===== src/rtl/ubin_pkg.sv =====
// Shared types and helpers for the unary-to-binary window accumulator.
// The helpers are also used by the bench model.
package ubin_pkg;

    typedef enum logic [1:0] {
        IDLE = 2'd0,
        ACC  = 2'd1,
        HOLD = 2'd2
    } state_t;

    localparam int unsigned BITWIDTH_DEF = 8;

    // Window length 2^bw in samples.
    function automatic logic [31:0] win_len(input int unsigned bw);
        return 32'(1) << bw;
    endfunction

    // Bipolar value 2*count - 2^bw, two's complement in 32 bits.
    function automatic logic [31:0] bipolar(input logic [31:0] count, input int unsigned bw);
        return (count << 1) - win_len(bw);
    endfunction

endpackage


===== src/rtl/ubin_win_cnt.sv =====
// Window sample counter: BITWIDTH-bit wrapping counter with clear, enable and
// a terminal-count flag raised on the last sample of the window.
module ubin_win_cnt
    import ubin_pkg::*;
#(
    parameter int unsigned BITWIDTH = BITWIDTH_DEF
) (
    input  logic clk,
    input  logic rst_n,
    input  logic clear,
    input  logic en,
    output logic tc_c
);

    localparam logic [BITWIDTH-1:0] LAST = BITWIDTH'(win_len(BITWIDTH) - 32'd1);

    logic [BITWIDTH-1:0] cnt;

    always_ff @(posedge clk or negedge rst_n) begin
        if (!rst_n) begin
            cnt <= '0;
        end else if (clear) begin
            cnt <= '0;
        end else if (en) begin
            cnt <= cnt + BITWIDTH'(1);
        end
    end

    assign tc_c = en && (cnt == LAST);

endmodule


===== src/rtl/ubin_acc.sv =====
// Counts ones of a unary stream over 2^BITWIDTH samples and hands the count
// out over valid/ready. Define UBIN_ACC_BIPOLAR_EN for a bipolar result.
module ubin_acc
    import ubin_pkg::*;
#(
    parameter int unsigned BITWIDTH = BITWIDTH_DEF
) (
    input  logic                clk,
    input  logic                rst_n,
    input  logic                start,
    input  logic                in,
    output logic                busy,
    output logic                out_valid,
    input  logic                out_ready,
    output logic [BITWIDTH:0]   out_data
);

    localparam int unsigned DW = BITWIDTH + 1;

    state_t          state_q, state_d;
    logic [DW-1:0]   acc_q, acc_d;
    logic [DW-1:0]   data_d;
    logic            valid_d;
    logic            busy_d;
    logic [DW-1:0]   sum_c;
    logic [DW-1:0]   result_c;
    logic            cnt_clr;
    logic            cnt_en;
    logic            tc_c;

    assign cnt_clr = (state_q == IDLE) && start;
    assign cnt_en  = (state_q == ACC);
    assign sum_c   = acc_q + DW'(in);

    // The last sample is folded in directly so the final count needs no extra cycle.
`ifdef UBIN_ACC_BIPOLAR_EN
    assign result_c = DW'(bipolar(32'(sum_c), BITWIDTH));
`else
    assign result_c = sum_c;
`endif

    ubin_win_cnt #(
        .BITWIDTH (BITWIDTH)
    ) u_win_cnt (
        .clk   (clk),
        .rst_n (rst_n),
        .clear (cnt_clr),
        .en    (cnt_en),
        .tc_c  (tc_c)
    );

    always_ff @(posedge clk or negedge rst_n) begin
        if (!rst_n) begin
            state_q   <= IDLE;
            acc_q     <= '0;
            out_data  <= '0;
            out_valid <= 1'b0;
            busy      <= 1'b0;
        end else begin
            state_q   <= state_d;
            acc_q     <= acc_d;
            out_data  <= data_d;
            out_valid <= valid_d;
            busy      <= busy_d;
        end
    end

    always_comb begin
        state_d = state_q;
        acc_d   = acc_q;
        data_d  = out_data;
        case (state_q)
            IDLE: begin
                if (start) begin
                    acc_d   = '0;
                    state_d = ACC;
                end
            end
            ACC: begin
                acc_d = sum_c;
                if (tc_c) begin
                    data_d  = result_c;
                    state_d = HOLD;
                end
            end
            HOLD: begin
                if (out_ready) begin
                    state_d = IDLE;
                end
            end
            default: begin
                state_d = IDLE;
            end
        endcase
        valid_d = (state_d == HOLD);
        busy_d  = (state_d != IDLE);
    end

endmodule


===== config.mk =====
export PLATFORM = sky130hd
export DESIGN_NAME = ubin_acc
export DESIGN_NICKNAME = d
export VERILOG_FILES = /design/src/rtl/ubin_pkg.sv /design/src/rtl/ubin_win_cnt.sv /design/src/rtl/ubin_acc.sv
export SDC_FILE = /design/constraint.sdc
export NUM_CORES = 1
export LEC_CHECK = 0
export CELL_PAD_IN_SITES_DETAIL_PLACEMENT = 0
export CELL_PAD_IN_SITES_GLOBAL_PLACEMENT = 1
export CORE_MARGIN = 4
export CORE_UTILIZATION = 43
export DETAILED_ROUTE_END_ITERATION = 6
export GPL_TIMING_DRIVEN = 1
export PLACE_DENSITY_LB_ADDON = 0.3
export SLEW_MARGIN = 20
export SYNTH_ARGS = -nofsm -noshare
export SYNTH_HDL_FRONTEND = slang
export SYNTH_HIERARCHICAL = 1
export SYNTH_SLANG_ARGS = --single-unit

===== constraint.sdc =====
create_clock -name clk -period 2.6 [get_ports clk]
set_input_delay 0.26 -clock clk [delete_from_list [all_inputs] [get_ports clk]]
set_output_delay 0.26 -clock clk [all_outputs]
set_load 0.01 [all_outputs]

; After elaboration in Yosys (flattened, before gate mapping)
; Index checks and enable logic that the tools add are counted.
; Widths: inputs -> output; s select.
[word_totals]
ff_bits = 30
in_bits = 5
output_inout_bits = 11
word_cells = 29
[classes]
n_addsub = 2
eq_ne = 5
muxes = 8
reduce_logical = 8
[ops]
columns = cell, count
row1 = $pmux 9 s2, 1
row2 = $mux 8, 2
row3 = $add 9x1->9, 1
row4 = $mux 9, 1
row5 = $add 8x1->8 const B, 1
row6 = $eq 8x8->1 const B, 1
row7 = $mux 2, 3
row8 = $pmux 2 s3, 1
row9 = $reduce_bool 2->1, 3
row10 = $eq 2x2->1 const B, 2
row11 = $reduce_and 2->1, 2
row12 = $eq 2x1->1 const B, 1
row13 = $logic_and 1x1->1, 2
row14 = $logic_not 2->1, 1
row15 = $ne 2x2->1 const B, 1

; Longest topological paths before layout
[depth]
ltp_word = 5
depth_mapped = 10
mapped_depth_nobuf = 7

; Modules after synthesis
; The synthesis kept the hierarchy.
[modules_own_cells]
columns = module, instances, cells_per_inst, area_each_um2, seq_area_each_um2
row1 = ubin_acc, 1, 107, 1071.0, 550.5
row2 = ubin_win_cnt, 1, 39, 402.9, 200.2

; Worst setup path after synthesis
; Ideal clock, no wire load.
[synth_path]
path_type = flip-flop to flip-flop
start = register state_q[1]
end = register out_data[6]
setup_time_ns = 0.082
arrival_ns = 1.730
required_ns = 2.518
slack_ns = 0.788
stages_incl_launch_ff = 11
path_buffers = 3
period_less_slack_ns = 1.812
cell_sequence = dfrtp_1 > buf_2 > nand2b_4 > inv_1 > buf_4 > nand3_1 > nor3_1 > and3b_1 > buf_2 > nor2_1 > a31oi_1
[synth_via]
elab_chain_len = 3
[synth_rtl]
columns = element, line
row1 = "start, declared", ubin_acc.sv:20  ; state_t state_q, state_d;
row2 = "start signal, assigned", ubin_acc.sv:60  ; state_q <= state_d;
row3 = $eq 2x1->1, ubin_acc.sv:32  ; assign cnt_en = (state_q == ACC);
row4 = via cnt_en, ubin_acc.sv:28  ; logic cnt_en;
row5 = $logic_and 1x1->1, ubin_win_cnt.sv:29  ; assign tc_c = en && (cnt == LAST);
row6 = via tc_c, ubin_acc.sv:29  ; logic tc_c;
row7 = $reduce_and 2->1 (no line), n/a
row8 = "end signal, assigned", ubin_acc.sv:62  ; out_data <= data_d;
row9 = "end, declared", ubin_acc.sv:15  ; output logic [BITWIDTH:0] out_data
; The timed path passes the listed nets, and every way through them passes these cells.
; A chain may end at the register's enable or synchronous reset.

; Worst setup path after layout
[layout_path]
start = register state_q[1]
end = register out_data[7]
; Same word-level chain as after synthesis.

==> metrics.md <==
| Metric | Value |
|---|---|
| Post-layout min period | `2200 ps` |
| Initial antenna violation count | `0` |
| Crit share post-route | `84.5%` |
| Global route overflow | `0` |
| Max FO, Critical Path | `12` |
| RSZ-0062 raised after global routing | `no` |
| Reg2Reg Setup Slack | `400 ps` |
| CP bufs+invs | `1` |
| Crit. End Element | `flip-flop` |
| Layout cell share with drive strength beyond 1 | `11.5%` |
| Finished Layout Cells | `209` |
| Post-detailed-placement half-perimeter wirelength | `1990 um` |
| Leakage power | `0.000738 uW` |
| PwrDens | `836 nW/um2` |
| Levels on crit path | `7` |
| Largest net degree at the start of global routing | `31` |
| DR vias | `1156` |
| Cts hold-fix bufs | `0` |
| Relative slew slack | `68.3%` |
| DRC viols | `0` |
| Synthesized area | `1470 um2` |
| CP arrival | `2440 ps` |
| Critical path's slowest cell | `and3b_1` |
| Synth cell types | `33` |
| Setup crit end | `out_data[7]` |
| Via/cell ratio | `5.53` |
| Mapped Avg Cell Area | `10.1 um2` |
| TritonCTS clock tree | `yes` |
| CTS Root Cell | `clkbuf_4` |
| Hold Vio Cnt, Final | `0` |
| Starting Density | `46.7%` |
| I/O Buffers | `15` |
| Placed insts | `201` |
| First-pass DRT Iterations | `4` |
| Switching Share | `33.6%` |
| Most common cell after layout, fill and taps aside | `dfrtp_1` |
| Final-stage net count | `172` |
| Combinational fraction of design power | `25.4%` |
| Worst-path clk slew | `90 ps` |
| Syn Nets | `154` |
| Number of antenna diodes | `0` |
| Clock power share | `23.3%` |
| Setup bufs post-CTS | `0` |
| Least-Margin Pin Slew | `475 ps` |
| Clock Skew | `4.17 ps` |
| Asr flop ratio synth | `100%` |
| Synthesized instance count | `146` |
| Die X | `66.5 um` |
| Die height | `66.5 um` |
| Ports | `16` |
| Setup TNS | `0 ps` |
| # Max-Cap Violations | `0` |
| CP required | `2840 ps` |
| P_int | `969 uW` |
| Core Rows | `20` |
| Clock net sink count | `30` |
| Ys flop type | `dfrtp_1` |
| WS Path Type | `reg -> reg` |
| Drt wl/cell | `13.8 um` |
| GR Util All Layers | `14.9%` |
| Max IR drop VDD | `0.425 mV` |
| CP Launch Type | `flip-flop` |
| Crit-path cells | `nand2b_4, inv_1, nand3_1, nor3_1, and3b_1, nor2_1, a31oi_1` |
| Vias in the first global route | `1089` |
| CP top delay family | `simple AND/OR/NAND/NOR gates` |
| Register area share after synthesis | `50.9%` |
| Clock Latency Late Sink | `320 ps` |
| Number of synthesized flops with an enable pin | `0` |
| Reg2Reg Depth | `7` |
| Endpoints failing setup | `0` |
| Initial DRC count | `112` |
| Die area | `4430 um2` |
| Yosys warning count | `6` |
| Sequential fraction of design power | `51.3%` |
| R2R Path End | `out_data[7]` |
| Routed WL | `2880 um` |
| Area Overhead vs Synth | `18.3%` |
| Max-slew violations | `0` |
| RePlAce Congestion | `0.751` |
| Psw | `490 uW` |
| Critical path's largest stage delay | `500 ps` |
| Fmax | `0.455 GHz` |
| Num CTS Buffers | `5` |
| H-Tree Depth | `2` |
| CP Launch Point | `state_q[1]` |
| Most frequent cells in the layout | `dfrtp_1, nand2_1, clkdlybuf4s50_1, nor2_1, o21ai_0` |
| Antenna Nets Post-Route | `0` |
| Maximum root-to-sink buffer count | `2` |
| Resized Gates After CTS | `0` |
| Hold Path Class | `in -> async` |
| FF+latch count, synth | `30` |
| Status | `complete, no violations` |
| Core Footprint | `3150 um2` |
| First-pass GRT wire length | `4970 um` |
| Worst R2R Start | `state_q[1]` |
registers in the layout, indices dropped and copies added (netlist names):
signal,count
state_q,2
out_data,9
out_valid,1
acc_q,9
u_win_cnt/cnt,8
busy,1
synthesized netlist by cell type, types with 2 or more instances:
cell	count	area share (%)
o21ai_0	10	3.4
a22o_1	5	3.0
dfrtp_1	30	51
o211ai_1	4	2.0
xor2_1	5	3.0
a31oi_1	5	2.1
buf_2	5	1.7
mux2_2	2	1.5
a21oi_1	3	1.0
nand2_1	19	4.8
or3_1	7	3.0
nand4_1	3	1.3
or4_1	4	2.0
nand3_1	8	2.7
mux2i_1	2	1.4
ha_1	3	2.5
nor2_1	13	3.3
inv_1	3	0.76
power groups by stage:
stage	Clock, uW	Combinational [uW]	Sequential, uW
floorplan	0	314	702
global placement	0	361	748
detailed placement	0	372	756
CTS	350	374	746
global route	373	426	772
finish	340	371	748
area by class of cell:
| cell class | count | area, um2 |
|---|---|---|
| Fill cell | 295 | 1410 |
| Sequential cell | 30 | 751 |
| Multi-Input combinational cell | 106 | 676 |
| Timing Repair Buffer | 18 | 173 |
| Clock buffer | 8 | 78.8 |
| Tap cell | 44 | 55.1 |
| Inverter | 3 | 11.3 |
layer usage:
metal	GRT usage (%)	wire length, um	up-vias
met4	5.33	34	0
met3	4.22	178	4
met2	22.9	1270	44
met5	0	0	-
li1	-	-	564
met1	19.9	1400	544
how the worst min path moves through the flow:
stage / cells past startpoint / slack [ps] / start / end
floorplan: 0 / -40 / rst_n / acc_q[0]
global placement: 2 / 460 / out_data[0] / out_data[0]
detailed placement: 2 / 470 / out_data[1] / out_data[1]
CTS: 2 / 320 / rst_n / busy
global route: 2 / 340 / rst_n / u_win_cnt/cnt[3]
finish: 2 / 320 / rst_n / acc_q[8]
cells by family after synthesis:
logic type                 count (synthesis)  synth area share (%)
adders and majority gates                  3                  2.55
xor gates and xnor gates                   6                  3.57
buffers and inverters                     10                  3.23
AOI/OAI and AO/OA                         28                  12.3
and+or+nand+nor                           65                  24.5
DFF                                       30                  50.9
muxes                                      4                  2.89
through the flow:
stage                     util [%]  power [uW]  setup WS, ps  hold slack [ps]  cell area [um2]
after floorplan                  -        1020           788            -35.6             1470
after global placement        52.8        1110           536              460             1670
after detailed placement      52.8        1130           427              470             1670
after CTS                     55.3        1470           387              321             1740
after global routing          55.3        1570           182              336             1740
final                         55.3        1460           404              318             1740
(Power assumes the default switching activity.)
